==> src/rtl/uart_tx_mmio.sv <==
// uart_tx_mmio: CPU-side 8N1 UART transmitter fed by a small write FIFO.
//   clk, rst         : clock and synchronous active-high reset
//   wr_en, wr_data   : push one byte per asserted cycle
//   clr_ovf          : clear the sticky overflow flag
//   tx               : serial line, idle high, LSB first
//   busy             : a frame is on the line
//   full, empty      : FIFO status
//   level            : bytes waiting (excluding the frame in flight)
//   overflow         : sticky, set when a write hits a full FIFO
module uart_tx_mmio #(
    parameter int CLKS_PER_BIT = 200,
    parameter int FIFO_DEPTH   = 8,
    localparam int LVL_W       = $clog2(FIFO_DEPTH) + 1
) (
    input  logic             clk,
    input  logic             rst,
    input  logic             wr_en,
    input  logic [7:0]       wr_data,
    input  logic             clr_ovf,
    output logic             tx,
    output logic             busy,
    output logic             full,
    output logic             empty,
    output logic [LVL_W-1:0] level,
    output logic             overflow
);
    localparam int PTR_W = $clog2(FIFO_DEPTH);
    localparam int CNT_W = $clog2(CLKS_PER_BIT);
    localparam logic [1:0] IDLE  = 2'd0;
    localparam logic [1:0] START = 2'd1;
    localparam logic [1:0] DATA  = 2'd2;
    localparam logic [1:0] STOP  = 2'd3;

    logic [7:0]       mem [FIFO_DEPTH];
    logic [1:0]       state_q, state_d;
    logic [CNT_W-1:0] cnt_q, cnt_d;
    logic [2:0]       bit_q, bit_d;
    logic [7:0]       shift_q, shift_d;
    logic             tx_q, tx_d;
    logic [PTR_W-1:0] wr_ptr_q, wr_ptr_d, rd_ptr_q, rd_ptr_d;
    logic [LVL_W-1:0] count_q, count_d;
    logic             full_q, full_d, empty_q, empty_d, ovf_q, ovf_d;
    logic             push, pop, last;

    always_comb begin
        push     = wr_en && !full_q;
        pop      = 1'b0;
        last     = cnt_q == CNT_W'(CLKS_PER_BIT - 1);
        state_d  = state_q;
        cnt_d    = cnt_q + CNT_W'(1);
        bit_d    = bit_q;
        shift_d  = shift_q;
        tx_d     = tx_q;
        case (state_q)
            IDLE: begin
                cnt_d = '0;
                tx_d  = empty_q;
                if (!empty_q) begin
                    pop     = 1'b1;
                    shift_d = mem[rd_ptr_q];
                    state_d = START;
                end
            end
            START: if (last) begin
                cnt_d   = '0;
                bit_d   = 3'd0;
                state_d = DATA;
                tx_d    = shift_q[0];
            end
            DATA: if (last) begin
                cnt_d = '0;
                if (bit_q == 3'd7) begin
                    state_d = STOP;
                    tx_d    = 1'b1;
                end else begin
                    bit_d   = bit_q + 3'd1;
                    shift_d = {1'b0, shift_q[7:1]};
                    tx_d    = shift_q[1];
                end
            end
            default: if (last) begin
                // Chain straight into the next start bit when more data waits.
                cnt_d   = '0;
                pop     = !empty_q;
                shift_d = empty_q ? shift_q : mem[rd_ptr_q];
                state_d = empty_q ? IDLE : START;
                tx_d    = empty_q;
            end
        endcase
        wr_ptr_d = wr_ptr_q + PTR_W'(push);
        rd_ptr_d = rd_ptr_q + PTR_W'(pop);
        count_d  = count_q + LVL_W'(push) - LVL_W'(pop);
        full_d   = count_d == LVL_W'(FIFO_DEPTH);
        empty_d  = count_d == '0;
        // A dropped write beats a simultaneous clear.
        ovf_d    = (wr_en && full_q) ? 1'b1 : clr_ovf ? 1'b0 : ovf_q;
    end

    always_ff @(posedge clk) begin
        if (push) mem[wr_ptr_q] <= wr_data;
    end

    always_ff @(posedge clk) begin
        if (rst) begin
            state_q  <= IDLE;
            cnt_q    <= '0;
            bit_q    <= '0;
            shift_q  <= '0;
            tx_q     <= 1'b1;
            wr_ptr_q <= '0;
            rd_ptr_q <= '0;
            count_q  <= '0;
            full_q   <= 1'b0;
            empty_q  <= 1'b1;
            ovf_q    <= 1'b0;
        end else begin
            state_q  <= state_d;
            cnt_q    <= cnt_d;
            bit_q    <= bit_d;
            shift_q  <= shift_d;
            tx_q     <= tx_d;
            wr_ptr_q <= wr_ptr_d;
            rd_ptr_q <= rd_ptr_d;
            count_q  <= count_d;
            full_q   <= full_d;
            empty_q  <= empty_d;
            ovf_q    <= ovf_d;
        end
    end

    assign tx       = tx_q;
    assign busy     = state_q != IDLE;
    assign full     = full_q;
    assign empty    = empty_q;
    assign level    = count_q;
    assign overflow = ovf_q;
endmodule
==> config.mk <==
export PLATFORM = sky130hd
export DESIGN_NAME = uart_tx_mmio
export DESIGN_NICKNAME = d
export VERILOG_FILES = /design/src/rtl/uart_tx_mmio.sv
export SDC_FILE = /design/constraint.sdc
export NUM_CORES = 1
export LEC_CHECK = 0
export ABC_CLOCK_PERIOD_IN_PS = 3500
export BUFFER_PORTS_ARGS = -buffer_cell sky130_fd_sc_hd__buf_2
export CAP_MARGIN = 5
export CORE_MARGIN = 1
export CORE_UTILIZATION = 40
export CTS_CLUSTER_DIAMETER = 30
export CTS_CLUSTER_SIZE = 16
export DETAILED_ROUTE_END_ITERATION = 8
export HOLD_SLACK_MARGIN = 0.05
export MAX_ROUTING_LAYER = met4
export SETUP_SLACK_MARGIN = 0.4
export SYNTH_ARGS = -nofsm -noshare
export SYNTH_HDL_FRONTEND = slang
export SYNTH_SLANG_ARGS = --single-unit
==> constraint.sdc <==
create_clock -name clk -period 3.5 [get_ports clk]
set_clock_uncertainty 0.2 [all_clocks]
set_input_delay 0.7 -clock clk [delete_from_list [all_inputs] [get_ports clk]]
set_output_delay 0.7 -clock clk [all_outputs]
set_load 0.02 [all_outputs]
==> results of run 1 <==
## state kept, by name, indices dropped and copies added, names as in the netlist
signal,count
state_q,2
empty,1
cnt_q,8
rd_ptr_q,3
mem,64
wr_ptr_q,3
bit_q,3
full,1
level,4
shift_q,8
overflow,1
tx,1
## repair_timing
action,in CTS,in global routing
setup buffers,0,0
gates resized for setup,0,4
setup endpoints to repair,0,3
endpoints found under the hold margin,0,0
hold buffers,0,0
## final timing paths
check / from / end / slack [ns] / cells past startpoint
max reg2reg: cnt_q[0] / empty / 0.68 / 14
min: cnt_q[0] / cnt_q[0] / 0.25 / 1
min reg2reg: cnt_q[0] / cnt_q[0] / 0.25 / 1
max: cnt_q[0] / empty / 0.68 / 14
## Yosys cell counts (all sizes together)
cell	count	area share, %
o22ai	1	0.15
nor3	7	0.83
nand2b	10	1.5
nand2	13	1.2
ha	15	4.4
nand3	16	1.9
mux4	15	8.6
o21bai	1	0.18
buf	5	1.4
nor2	20	1.8
nor2b	7	1.0
mux2i	3	0.71
o21a	1	0.18
nand4bb	1	0.27
mux2	7	1.9
a31oi	7	1.0
o21ba	1	0.24
xnor2	5	1.0
clkbuf	7	1.4
edfxtp	64	45
or3	1	0.15
a211oi	3	0.65
and3	2	0.30
fa	1	0.47
a21o	2	0.35
inv	11	0.98
nor4	1	0.30
o211ai	2	0.35
o21ai	11	1.3
nand3b	5	0.89
o22a	1	0.21
xor2	6	1.2
a21oi	10	1.2
dfxtp	35	17
## through the flow
stage | utilization (%) | setup WS (ns)
2_1_floorplan | - | 0.792
3_3_place_gp | 43.3 | 0.549
3_5_place_dp | 43.3 | 0.493
4_1_cts | 45.2 | 0.457
5_1_grt | 45.4 | 0.428
6_report | 45.4 | 0.681
## metal layers
metal | vias to the layer above | GRT usage [%] | wire length (um)
met5 | - | - | 0
met3 | 11 | 2.68 | 152
met4 | 0 | 5.43 | 110
met2 | 29 | 23.3 | 3510
li1 | 1165 | - | -
met1 | 1168 | 19.4 | 3410
## kinds of logic (layout without fill, tap and decap cells)
| group | Yosys count | in the layout | synth area share [%] |
|---|---|---|---|
| adder cells (fa/ha/maj) | 16 | 16 | 4.91 |
| AND/OR/NAND/NOR | 83 | 83 | 10.1 |
| flip-flops | 99 | 99 | 62.0 |
| XOR/XNOR | 11 | 11 | 2.28 |
| multiplexers | 25 | 25 | 11.2 |
| buffers and inverters | 23 | 56 | 3.76 |
| AO/OA/AOI/OAI | 40 | 40 | 5.83 |
## cell type report
class	instances	area (um2)
Fill cell	973	5610
Sequential cell	99	2620
Multi-Input combinational cell	175	1470
Tap cell	136	170
Timing Repair Buffer	29	168
Clock buffer	9	124
Clock inverter	7	67.6
Inverter	11	41.3
## power by group
group          internal [uW]  switching, uW
logic                    427            537
registers               1410            106
clock network            277            421
total                   2110           1060
## worst max-delay path: stages, from the launching register on
cell and delay, ns:
dfxtp_1 0.36, ha_2 0.25, nand4bb_4 0.18, nor2_2 0.14
mux2i_1 0.08, nor2_1 0.15, ha_1 0.25, inv_1 0.06
ha_1 0.16, inv_1 0.05, fa_1 0.37, xor2_1 0.16
nand3b_1 0.10, inv_1 0.04, a21o_1 0.16
==> summary.txt, run 1 <==
STA
  – Final hold vios: 0
  – Final min period: 2.82 ns
  – Setup TNS Final: 0 ns
  – Least-Margin Pin Slew: 0.895 ns
  – Worst relative slew slack: 40.3%
  – Fin crit share: 80.6%
  – Final hold slack: 0.253 ns
  – FMAX: 355 MHz
  – Count of pins over their slew limit: 0
  – RSZ-0062 raised after global routing: false
  – Setup Viol. Count Final: 0

Layout
  – Antenna diodes: 0
  – Final instance area: 4660 um2
  – Layout cells sized above 1: 19.7%
  – Area grow syn2layout: 10.2%
  – Final Net Count: 353
  – Commonest non-fill, non-tap cells in the layout: edfxtp_1, dfxtp_1, buf_2
  – Commonest non-fill, non-tap cell in the layout: edfxtp_1
  – Fin cells: 466

Setup path
  – Startpoint types: register
  – CP required: 3.57 ns
  – Crit Path Category: reg -> reg
  – CP max FO: 7
  – CP arrival: 2.89 ns
  – Worst setup EP type: register

Routing
  – Drt drc: 0
  – Starting DRT DRC Count: 78
  – DRT Pass-1 Iters: 6
  – DR vias: 2373
  – WL/cell: 15.4 um
  – Final WL: 7180 um
  – Routed Antenna Nets: 0
  – Vias per std cell: 5.09

Die
  – Initial Util: 41.2%
  – Core region area: 10300 um2
  – Die W: 105 um
  – Std cell rows: 37
  – Full die area: 11000 um2
  – Die Y: 105 um
  – I/O pin cnt: 21

Yosys
  – Cell Area, Synth: 4230 um2
  – Synthesized net count: 325
  – Post-Syn Instances: 297
  – Yosys reg bits: 99
  – Sequential share of the synthesized area: 62.0%
  – Avg Cell Area, Syn: 14.2 um2
  – Warnings from Yosys: 0
  – Distinct cell type count after synthesis: 41

Power and ir drop
  – Cell Pwr Density: 681 nW/um2
  – Maximum VDD drop: 0.341 mV
  – Static Leak: 0.00161 uW
  – Total power: 3170 uW

Clocking
  – CTS clk-pin slew, worst paths: 0.10 ns
  – Buffer depth of the longest clock path: 2
  – CTS tree: done
  – Clk Tree Root Cell: clkbuf_8
  – Skew-Pair Late Insertion Delay: 0.36 ns
  – CTS Sinks: 99
  – Depth of the CTS H-tree: 3
  – Total CTS buffers: 9

Placement
  – Placed cells: 450
  – Gpl congestion: 0.739
  – Post-placement cell area: 4450 um2
  – Hpwl dp: 4630 um
  – IO Port Bufs: 20

Global route
  – Total global routing overflow: 0
  – Total track usage: 14.9%
  – First-pass GRT wire length: 12000 um
  – Vias in the first global route: 2312
  – Pin count of the biggest net entering global routing: 31
  – Initial antenna violation count: 0

Min path
  – Hold Crit Class: reg -> reg

Run status
  – Outcome: finished clean

Flow run
  – MaxCap Viol Count: 0
Note: power is estimated with default switching activity, not from simulation.
==> run 2, diff against run 1 <==
--- a/config.mk
+++ b/config.mk
@@ -5,7 +5,7 @@
 export SDC_FILE = /design/constraint.sdc
 export NUM_CORES = 1
 export LEC_CHECK = 0
-export ABC_CLOCK_PERIOD_IN_PS = 3500
+export ABC_CLOCK_PERIOD_IN_PS = 2700
 export BUFFER_PORTS_ARGS = -buffer_cell sky130_fd_sc_hd__buf_2
 export CAP_MARGIN = 5
 export CORE_MARGIN = 1
==> constraint.sdc (replaced) <==
create_clock -name clk -period 2.7 [get_ports clk]
set_clock_uncertainty 0.2 [all_clocks]
set_input_delay 0.54 -clock clk [delete_from_list [all_inputs] [get_ports clk]]
set_output_delay 0.54 -clock clk [all_outputs]
set_load 0.02 [all_outputs]
==> summary.txt, run 2 (synthesized netlist as in run 1, its figures left out) <==
Run status
  – Outcome: finished clean

Routing
  – Vias per std cell: 5.02
  – Final WL: 7400 um
  – DR vias: 2411
  – Routed Antenna Nets: 0
  – Starting DRT DRC Count: 144
  – Drt drc: 0
  – WL/cell: 15.4 um
  – DRT Pass-1 Iters: 4

STA
  – Final min period: 2.56 ns
  – Least-Margin Pin Slew: 0.558 ns
  – RSZ-0062 raised after global routing: true
  – Count of pins over their slew limit: 0
  – FMAX: 390 MHz
  – Final hold slack: 0.218 ns
  – Final hold vios: 0
  – Worst relative slew slack: 62.8%
  – Setup Viol. Count Final: 0
  – Fin crit share: 94.9%
  – Setup TNS Final: 0 ns

Placement
  – Hpwl dp: 4740 um
  – Gpl congestion: 0.774
  – IO Port Bufs: 20
  – Placed cells: 460
  – Post-placement cell area: 4550 um2

Clocking
  – Buffer depth of the longest clock path: 2
  – Clk Tree Root Cell: clkbuf_8
  – CTS tree: done
  – Depth of the CTS H-tree: 3
  – Hold Buf Count CTS: 0
  – CTS Sinks: 99
  – CTS clk-pin slew, worst paths: 0.10 ns
  – Skew-Pair Late Insertion Delay: 0.38 ns
  – Total CTS buffers: 9

Layout
  – Largest regs: mem (64), cnt_q (8), shift_q (8)
  – Fin util: 47.1%
  – Reg with most FFs: mem
  – Antenna diodes: 0
  – Area grow syn2layout: 14.3%
  – Final Net Count: 367
  – Fin cells: 480
  – Layout cells sized above 1: 26.2%
  – Fillcell total: 913
  – Number of flip-flops in the largest register: 64
  – Final instance area: 4840 um2
  – Commonest non-fill, non-tap cells in the layout: edfxtp_1, dfxtp_1, buf_4
  – Commonest non-fill, non-tap cell in the layout: edfxtp_1

Setup path
  – CP max FO: 4
  – CP arrival: 2.64 ns
  – R2R Path Start: state_q[0]
  – Startpoint types: register
  – CP required: 2.77 ns
  – R2R cell count: 13
  – Crit Path Category: reg -> reg
  – FF-to-FF setup slack: 0.14 ns
  – Critical R2R Capture: empty
  – Worst setup EP type: register

Power and ir drop
  – Maximum VDD drop: 0.383 mV
  – Static Leak: 0.00170 uW
  – Cell Pwr Density: 892 nW/um2

Min path
  – Hold Crit Class: in -> reg
  – Worst hold path startpoint: wr_en
  – Worst Hold Depth: 3
  – Hold Path Sink: overflow

Die
  – Die W: 105 um
  – Full die area: 11000 um2
  – I/O pin cnt: 21
  – Initial Util: 41.2%
  – Core region area: 10300 um2
  – Std cell rows: 37
  – Die Y: 105 um

Flow run
  – MaxCap Viol Count: 0

Global route
  – Vias in the first global route: 2394
  – Total global routing overflow: 0
  – Total track usage: 15.1%
  – Pin count of the biggest net entering global routing: 31
  – First-pass GRT wire length: 12100 um
  – Initial antenna violation count: 0
run 2: cell count changes in the layout (fill, tap and decap cells not counted), sizes merged:
cell / change
buf: +14
run 2: timing repair:
item,4_1_cts,5_1_grt
setup endpoints to repair,5,10
gates resized for setup,3,5
pin swaps,1,0
buffers inserted,2,2
run 2: worst max path at each step:
stage,start,to,slack (ns),cells past startpoint
2_1_floorplan,cnt_q[0],empty,0.11,15
3_3_place_gp,cnt_q[0],empty,0.08,14
3_5_place_dp,cnt_q[0],empty,0.03,14
4_1_cts,cnt_q[0],empty,0.10,14
5_1_grt,cnt_q[0],full,-0.01,13
6_report,state_q[0],empty,0.14,13
run 2: critical path, cell delays in order (launching register included):
cell,delay (ns)
dfxtp_2,0.36
inv_1,0.06
ha_1,0.23
mux2i_2,0.20
nor2_2,0.06
ha_1,0.27
inv_1,0.06
ha_2,0.17
inv_2,0.04
fa_2,0.32
xor2_1,0.15
nand3b_1,0.11
inv_1,0.06
a21o_1,0.17
run 2: through the flow:
stage	total power, uW	setup slack, ns
after floorplan	2970	0.107
after global placement	3280	0.0816
after detailed placement	3310	0.0285
after CTS	4320	0.101
after global routing	4580	-0.0117
final	4310	0.138
run 2: layout make-up:
type | count | area (um2) | area share, %
Sequential cell | 99 | 2630 | 54.3
Tap cell | 136 | 170 | 3.52
Timing Repair Buffer | 43 | 273 | 5.64
Multi-Input combinational cell | 175 | 1510 | 31.3
Inverter | 11 | 41.3 | 0.854
Clock inverter | 7 | 88.8 | 1.84
Clock buffer | 9 | 124 | 2.56
run 2: per-layer routing:
| layer | wire [um] | GRT usage, % | vias up |
|---|---|---|---|
| met5 | 0 | - | - |
| met4 | 123 | 5.84 | 0 |
| met3 | 179 | 3.81 | 8 |
| met2 | 3730 | 24.7 | 30 |
| met1 | 3370 | 17.9 | 1183 |
| li1 | - | - | 1190 |
run 2: report_power, final:
part           switching, uW  leakage [uW]  internal, uW  total (uW)
sequential               117      0.000869          1830        1940
combinational            755      0.000720           636        1390
clock                    599      0.000107           381         980
==> run 3, diff against run 2 <==
==> config.mk (replaced) <==
export PLATFORM = sky130hd
export DESIGN_NAME = uart_tx_mmio
export DESIGN_NICKNAME = d
export VERILOG_FILES = /design/src/rtl/uart_tx_mmio.sv
export SDC_FILE = /design/constraint.sdc
export NUM_CORES = 1
export LEC_CHECK = 0
export ABC_CLOCK_PERIOD_IN_PS = 2700
export CAP_MARGIN = 5
export CORE_MARGIN = 1
export CORE_UTILIZATION = 40
export CTS_CLUSTER_DIAMETER = 30
export CTS_CLUSTER_SIZE = 16
export DETAILED_ROUTE_END_ITERATION = 8
export DONT_BUFFER_PORTS = 1
export MAX_ROUTING_LAYER = met4
export SYNTH_ARGS = -nofsm -noshare
export SYNTH_HDL_FRONTEND = slang
export SYNTH_SLANG_ARGS = --single-unit
==> summary.txt, run 3 (synthesized netlist as in run 1, its figures left out) <==
Run status
  – Outcome: finished clean

Global route
  – Global routing usage on met1: 18.2%
  – GRT busiest layer: met2
  – Vias in the first global route: 2320
  – Total global routing overflow: 0
  – Pin count of the biggest net entering global routing: 31
  – Met2 Use GR: 23.4%
  – Initial antenna violation count: 0
  – First-pass GRT wire length: 11700 um
  – Met3 Use GR: 3.43%
  – Total track usage: 14.6%

Clocking
  – Skew-Pair Late Insertion Delay: 0.36 ns
  – Buffer depth of the longest clock path: 2
  – Clk Tree Root Cell: clkbuf_8
  – CTS Sinks: 99
  – Depth of the CTS H-tree: 3
  – Total CTS buffers: 9
  – CTS clk-pin slew, worst paths: 0.11 ns
  – CTS tree: done

Setup path
  – Startpoint types: register
  – CP delay by family, top: adder cells
  – CP max FO: 2
  – R2R cell count: 14
  – Levels on crit path: 14
  – Crit Path Category: reg -> reg
  – Critical Path Max Stage Delay: 0.36 ns
  – Worst Path Buf+Inv: 3
  – CP required: 2.77 ns
  – Slowest cell on the critical path: dfxtp_2
  – Worst setup EP type: register
  – CP arrival: 2.65 ns
  – CP cell instances: ha_4, nand4bb_1, nor2_2, mux2i_1, nor2_1, ha_1, inv_1, ha_2, inv_1, fa_2, xor2_1, nand3b_1, inv_1, a21o_1
  – Cell mode on critical path: inv_1

STA
  – FMAX: 388 MHz
  – Fin crit share: 95.6%
  – Final worst slack: 0.120 ns
  – Final hold vios: 0
  – Count of pins over their slew limit: 0
  – Final hold slack: 0.0303 ns
  – Setup TNS Final: 0 ns
  – Final min period: 2.58 ns
  – Worst relative slew slack: 64.4%
  – RSZ-0062 raised after global routing: true
  – Least-Margin Pin Slew: 0.533 ns
  – Setup Viol. Count Final: 0

Routing
  – Vias per std cell: 5.10
  – Starting DRT DRC Count: 127
  – Routed Antenna Nets: 0
  – Drt drc: 0
  – DR vias: 2386
  – DRT Pass-1 Iters: 4
  – Final WL: 7310 um
  – WL/cell: 15.6 um

Placement
  – Gpl congestion: 0.752
  – Pre-CTS WS: -0.0215 ns
  – Hpwl dp: 4750 um
  – IO Port Bufs: 0

Power and ir drop
  – Cell Pwr Density: 881 nW/um2
  – Static Leak: 0.00164 uW
  – Maximum VDD drop: 0.419 mV

Die
  – Die W: 105 um
  – Initial Util: 41.2%
  – Std cell rows: 37
  – Core region area: 10300 um2
  – Full die area: 11000 um2
  – Die Y: 105 um
  – I/O pin cnt: 21

Layout
  – Fin util: 46.2%
  – Commonest non-fill, non-tap cell in the layout: edfxtp_1
  – Largest regs: mem (64), cnt_q (8), shift_q (8)
  – Area grow syn2layout: 12.2%
  – Antenna diodes: 0
  – Number of flip-flops in the largest register: 64
  – Commonest non-fill, non-tap cells in the layout: edfxtp_1, dfxtp_1, buf_4
  – Reg with most FFs: mem
  – Final Net Count: 355
  – Layout cells sized above 1: 21.4%

Min path
  – Worst Hold Depth: 1
  – Hold Crit Class: in -> reg

Flow run
  – MaxCap Viol Count: 0
-- run 3: changes by cell type in the layout (fill, tap and decap cells not counted), moves of 2 or more --
| cell | before | now |
|---|---|---|
| buf_2 | 20 | 0 |
| buf_4 | 23 | 31 |
| dfxtp_1 | 31 | 33 |
| dfxtp_2 | 4 | 2 |
-- run 3: per-layer routing --
layer	part of all wire [%]	routed length [um]
met1	47	3400
met2	49	3610
met3	3.2	233
met4	0.89	65
met5	0	0
-- run 3: power by group --
part	internal [uW]	switching, uW	leakage [uW]	total, uW
logic	597	687	0.000666	1280
registers	1820	154	0.000868	1980
clock network	366	556	0.000101	922
total	2790	1400	0.00164	4180
-- run 3: timing repair --
item / in CTS / in global routing
hold buffers: 0 / 0
gates cloned: 0 / 0
buffers inserted: 8 / 1
setup endpoints to repair: 2 / 11
gates resized for setup: 4 / 4
pin swaps: 4 / 4
-- run 3: stage by stage --
step	total power [uW]	cells	area, um2
after global placement	3250	443	4450
after floorplan	2960	297	4230
final	4180	468	4750
after detailed placement	3270	443	4450
after global routing	4460	468	4750
after CTS	4230	467	4720
-- run 3: worst reg2reg max path, delay by kind of cell, from the launching register on --
kind | cells | cell delay (ns)
xor+xnor | 1 | 0.16
fa+ha+maj | 4 | 0.86
compound gates | 1 | 0.16
mux | 1 | 0.09
simple gates | 4 | 0.50
flops | 1 | 0.36
buf+inv | 3 | 0.16
-- run 3: cell type report --
cell class	count	area, um2
Fill cell	949	5530
Sequential cell	99	2630
Clock inverter	7	73.8
Tap cell	136	170
Clock buffer	9	124
Inverter	11	41.3
Multi-Input combinational cell	175	1480
Timing Repair Buffer	31	233
-- run 3: path summary, 6_finish.rpt --
check | startpoint | end | slack, ns
worst max-delay path | cnt_q[0] | empty | 0.12
worst min-delay path | rst | state_q[0] | 0.03
worst max register to register | cnt_q[0] | empty | 0.12
worst min register to register | shift_q[3] | shift_q[2] | 0.26
